## src/rtl/letter_key_encoder.sv

```systemverilog
// Letter push-button encoder: per-bit 2-flop sync, shared debounce, single-key FSM.
// Optional auto-repeat of a held key is built when LETTER_KEY_REPEAT_EN is defined.
module letter_key_encoder #(
  parameter int DEBOUNCE_CYCLES = 1000000,
  parameter int REPEAT_DELAY    = 50000000,
  parameter int REPEAT_RATE     = 20000000
) (
  input  logic        clk,
  input  logic        clr,
  input  logic        en,
  input  logic [12:0] key_in,
  output logic [3:0]  key_code,
  output logic        key_valid,
  output logic        key_held,
  output logic        key_err
);

  localparam int CW = $clog2(DEBOUNCE_CYCLES);

  typedef enum logic [1:0] {IDLE, ONE, MULTI} state_t;

  if (DEBOUNCE_CYCLES < 2 || REPEAT_DELAY < 0 || REPEAT_RATE < 0) begin : g_paramCheck
    $error("letter_key_encoder: invalid parameter value");
  end

  logic [12:0]   syncA_q, syncB_q;
  logic [12:0]   keyPrev_q, keyStable_q;
  logic [CW-1:0] cnt_q;
  state_t        state_q, state_d;
  logic [3:0]    code_q, code_d;
  logic          valid_q, valid_d;
  logic          held_q, held_d;
  logic          err_q, err_d;
  logic [3:0]    stableIdx;
  logic          stableOneHot;
  logic [12:0]   acceptedMask;

`ifdef LETTER_KEY_REPEAT_EN
  localparam int RW = $clog2(REPEAT_DELAY + 1);
  logic [RW-1:0] rep_q, rep_d;
`endif

  always_ff @(posedge clk or posedge clr) begin
    if (clr) begin
      syncA_q <= '0;
      syncB_q <= '0;
    end else begin
      syncA_q <= key_in;
      syncB_q <= syncA_q;
    end
  end

  // Any change restarts the count; the vector is accepted once it has sat still long enough.
  always_ff @(posedge clk or posedge clr) begin
    if (clr) begin
      keyPrev_q   <= '0;
      keyStable_q <= '0;
      cnt_q       <= '0;
    end else if (syncB_q != keyPrev_q) begin
      keyPrev_q <= syncB_q;
      cnt_q     <= '0;
    end else if (cnt_q == CW'(DEBOUNCE_CYCLES - 1)) begin
      keyStable_q <= keyPrev_q;
    end else begin
      cnt_q <= cnt_q + CW'(1);
    end
  end

  always_comb begin
    stableIdx = '0;
    for (int i = 0; i < 13; i++) begin
      if (keyStable_q[i]) stableIdx = 4'(i);
    end
  end

  assign stableOneHot = (keyStable_q != '0) && ((keyStable_q & (keyStable_q - 13'd1)) == '0);
  assign acceptedMask = 13'd1 << code_q;

  always_comb begin
    state_d = state_q;
    code_d  = code_q;
    valid_d = 1'b0;
    held_d  = 1'b0;
    err_d   = 1'b0;
`ifdef LETTER_KEY_REPEAT_EN
    rep_d   = '0;
`endif
    case (state_q)
      IDLE: begin
        if (stableOneHot) begin
          state_d = ONE;
          code_d  = stableIdx;
          valid_d = en;
          held_d  = 1'b1;
        end else if (keyStable_q != '0) begin
          state_d = MULTI;
          err_d   = en;
        end
      end
      ONE: begin
        if (keyStable_q == '0) begin
          state_d = IDLE;
        end else if (keyStable_q == acceptedMask) begin
          held_d = 1'b1;
`ifdef LETTER_KEY_REPEAT_EN
          // First repeat after REPEAT_DELAY, then the counter is rewound so the next hit is REPEAT_RATE later.
          if (en) begin
            rep_d = rep_q + RW'(1);
            if (rep_d == RW'(REPEAT_DELAY)) begin
              valid_d = 1'b1;
              rep_d   = RW'(REPEAT_DELAY - REPEAT_RATE);
            end
          end
`endif
        end else begin
          state_d = MULTI;
          err_d   = en;
        end
      end
      MULTI: begin
        if (keyStable_q == '0) state_d = IDLE;
      end
      default: state_d = IDLE;
    endcase
  end

  always_ff @(posedge clk or posedge clr) begin
    if (clr) begin
      state_q <= IDLE;
      code_q  <= '0;
      valid_q <= 1'b0;
      held_q  <= 1'b0;
      err_q   <= 1'b0;
    end else begin
      state_q <= state_d;
      code_q  <= code_d;
      valid_q <= valid_d;
      held_q  <= held_d;
      err_q   <= err_d;
    end
  end

`ifdef LETTER_KEY_REPEAT_EN
  always_ff @(posedge clk or posedge clr) begin
    if (clr) rep_q <= '0;
    else     rep_q <= rep_d;
  end
`endif

  assign key_code  = code_q;
  assign key_valid = valid_q;
  assign key_held  = held_q;
  assign key_err   = err_q;

endmodule

```

## config.mk

```make
export PLATFORM = sky130hd
export DESIGN_NAME = letter_key_encoder
export DESIGN_NICKNAME = d
export VERILOG_FILES = /design/src/rtl/letter_key_encoder.sv
export SDC_FILE = /design/constraint.sdc
export NUM_CORES = 1
export LEC_CHECK = 0
export CORE_MARGIN = 2
export CORE_UTILIZATION = 49
export CTS_BUF_LIST = sky130_fd_sc_hd__clkbuf_2 sky130_fd_sc_hd__clkbuf_4 sky130_fd_sc_hd__clkbuf_8
export CTS_CLUSTER_SIZE = 8
export DETAILED_ROUTE_END_ITERATION = 6
export HOLD_SLACK_MARGIN = 0.05
export MAX_ROUTING_LAYER = met4
export PLACE_DENSITY = 0.71
export SLEW_MARGIN = 20
export SYNTH_ARGS = -nofsm -noshare
export SYNTH_HDL_FRONTEND = slang
export SYNTH_SLANG_ARGS = --single-unit
export TNS_END_PERCENT = 20
```

## constraint.sdc

```tcl
create_clock -name clk -period 2.86 [get_ports clk]
set_clock_uncertainty 0.1 [all_clocks]
set_input_delay 0.715 -clock clk [delete_from_list [all_inputs] [get_ports clk]]
set_output_delay 0.715 -clock clk [all_outputs]
set_load 0.02 [all_outputs]
```

==> flow_metrics.env <==
export IMPL_status="completed"
export IMPL_drv_cap=0
export IMPL_postSynthAreaPerCell_um2=11.0
export IMPL_final_area_um2=4140
export IMPL_synthMuxAreaShare=0.0678
export IMPL_synth_top_family_by_area="simple AND/OR/NAND/NOR gates"
export IMPL_grt_start_max_net_pins=39
export IMPL_cts_buffers=9
export IMPL_ys_seq_area_frac=0.552
export IMPL_cp_required_ns=2.99
export IMPL_ys_flop_type="dfrtp_1"
export IMPL_grt_first_pass_wirelength_um=10900
export IMPL_gp_congestion=0.874
export IMPL_cpPeakStageDelay_ns=0.61
export IMPL_tns_ns=0
export IMPL_totalWireLength_um=6120
export IMPL_worst_setup_path_end_kind="flip-flop"
export IMPL_die_w_um=90.6
export IMPL_port_buffers=22
export IMPL_crit_arrival_ns=2.68
export IMPL_cts_max_level=3
export IMPL_via_per_inst=5.34
export IMPL_cts_root_buf="clkbuf_8"
export IMPL_crit_chain="or4_4 -> nor4_1 -> o31ai_1 -> nor4_4 -> mux2_2"
export IMPL_min_period_over_period=0.892
export IMPL_cts_setup_buffers=0
export IMPL_crit_fanout=9
export IMPL_wire_per_inst_um=13.7
export IMPL_yosysTopAreaCell="dfrtp_1"
export IMPL_max_slew_margin=0.552
export IMPL_cts_clk_slew_worst_paths_ns=0.08
export IMPL_cts_sinks=81
export IMPL_synthXorXnorAreaFrac=0.0691
export IMPL_ant_nets=0
export IMPL_critPathSlowestCell="or4_4"
export IMPL_final_layout_size_suffix_gt1_frac=0.146
export IMPL_syn2layout_area_growth_pct=12.7
export IMPL_max_freq_mhz=392
export IMPL_worstMarginPinSlew_ns=0.671
export IMPL_diodes=0
export IMPL_instances_no_fill=448
export IMPL_start_kind="flip-flop"
export IMPL_grt_use_total=0.171
export IMPL_cts_tree="done"
export IMPL_antenna_found_initial=0
export IMPL_setup_viol=0
export IMPL_finalMaxSlewViolations=0
export IMPL_hold_path_class="reg2reg"
export IMPL_dp_hpwl_um=4310
export IMPL_fin_crit_ns=2.55
export IMPL_drt_pass1_iter_count=5
export IMPL_clockBufferDepth=2
export IMPL_synth_compound_area_frac=0.0702
export IMPL_nNetsFinal=361
export IMPL_start_util=0.506
export IMPL_dp_cells=432
export IMPL_synthDistinctLibCells=57
export IMPL_synthCells=335
export IMPL_rsz0062_at_grt="no"
export IMPL_drc=0
export IMPL_die_h_um=90.6
export IMPL_ys_ff_latch=81
export IMPL_synth_common_cells="dfrtp_1, nor2_1, clkbuf_1"
export IMPL_yosys_area_share_simple=0.188
export IMPL_ios=23
export IMPL_synth_most_common_cell="dfrtp_1"
export IMPL_yosys_warnings=0
export IMPL_grt_overflow_total=0
export IMPL_core_area_um2=7250
export IMPL_postPlaceCellArea_um2=3960
export IMPL_syn_num_nets=352
export IMPL_first_global_vias=2274
export IMPL_final_util=0.571
export IMPL_peakVddDrop_mv=0.377
export IMPL_vias=2392
export IMPL_filler_cell_count=604
export IMPL_fp_dieArea_um2=8210
export IMPL_rows=31
export IMPL_path_class="reg2reg"
export IMPL_clock_latency_ns=0.35
export IMPL_drt_iter0_markers=76
export IMPL_power_leakage_nw=1.71
export IMPL_hold_buffers=0
export IMPL_synth_area_top_cells="dfrtp_1, xnor2_1, mux2_2"
export IMPL_ys_async_sr_fraction=1.00
export IMPL_synthAdderAreaFrac=0.00613
export IMPL_synth_area_um2=3670
export IMPL_synth_edf_count=0
export IMPL_hold_viol=0
export IMPL_yosysTopAreaCellShare=0.552
export IMPL_power_density_nw_per_um2=486
export IMPL_cts_resized=0
where the power goes:
group / total [W] / leakage [nW] / internal [W] / switching (W)
sequential: 0.00119 / 1.04 / 0.00117 / 0.0000152
clock: 0.000762 / 0.0925 / 0.000330 / 0.000432
combinational: 0.0000639 / 0.575 / 0.0000338 / 0.0000301
total: 0.00201 / 1.71 / 0.00154 / 0.000478
kinds of logic after synthesis:
family / Yosys count
and+or+nand+nor: 122
DFF: 81
buffers and inverters: 42
AOI/OAI and AO/OA: 36
xor gates and xnor gates: 29
muxes: 23
adders and majority gates: 2
state kept, by name, indices dropped and copies added, names as in the netlist:
signal	count
state_q	2
key_valid	1
key_held	1
cnt_q	20
key_err	1
keyPrev_q	13
syncB_q	13
key_code	4
keyStable_q	13
syncA_q	13
through the flow:
stage	total power [W]	hold WS [ns]	setup slack, ns
2_1_floorplan	0.00125	0.231	0.473
3_3_place_gp	0.00127	0.231	0.389
3_5_place_dp	0.00128	0.235	0.356
4_1_cts	0.00204	0.254	0.320
5_1_grt	0.00211	0.261	0.168
6_report	0.00201	0.252	0.309
cell type report:
cell class,instances,area [um^2],share of cell area
repair buffers,30,293,0.0707
inverters,10,41.3,0.00997
clock buffers,9,124,0.0299
multi-input cells,212,1470,0.356
clock inverters,7,58.8,0.0142
well taps,99,124,0.0299
flip-flops and latches,81,2030,0.490
final timing paths:
path	slack, ns	from	end	cells after the start
max	0.31	keyStable_q[1]$_DFFE_PP0P_	key_code[0]$_DFFE_PP0P_	5
min	0.25	syncA_q[5]$_DFF_PP0_	syncB_q[5]$_DFF_PP0_	0
max reg2reg	0.31	keyStable_q[1]$_DFFE_PP0P_	key_code[0]$_DFFE_PP0P_	5
min reg2reg	0.25	syncA_q[5]$_DFF_PP0_	syncB_q[5]$_DFF_PP0_	0
max in group asynchronous	1.36	clr	key_valid$_DFF_PP0_	3
min in group asynchronous	0.65	clr	cnt_q[0]$_DFFE_PP0N_	2
layer usage:
metal / vias up / track usage / part of all wire
met5: - / - / 0
met4: 0 / 0.0795 / 0.018
met3: 9 / 0.0334 / 0.036
met2: 48 / 0.238 / 0.45
met1: 1155 / 0.243 / 0.49
li1: 1180 / - / -
worst max-delay path, delay by kind of cell, from the launching register on:
family	cells	cell delay [ns]
and+or+nand+nor	3	1.29
AOI/OAI and AO/OA	1	0.18
muxes	1	0.38
DFF	1	0.48
layout by cell type (no fill, tap or decap), types with 6 or more instances in the layout:
master and instances:
inv_1 9, nor2_1 38, mux2_2 15, dfrtp_1 81
clkbuf_8 9, buf_4 7, a21oi_1 8, xnor2_1 23
clkdlybuf4s50_1 22, xor2_1 6, nand2_1 14, nor3_1 12
nor4_1 6, nand3_1 8, mux2i_1 8
(Power assumes the default switching activity.)
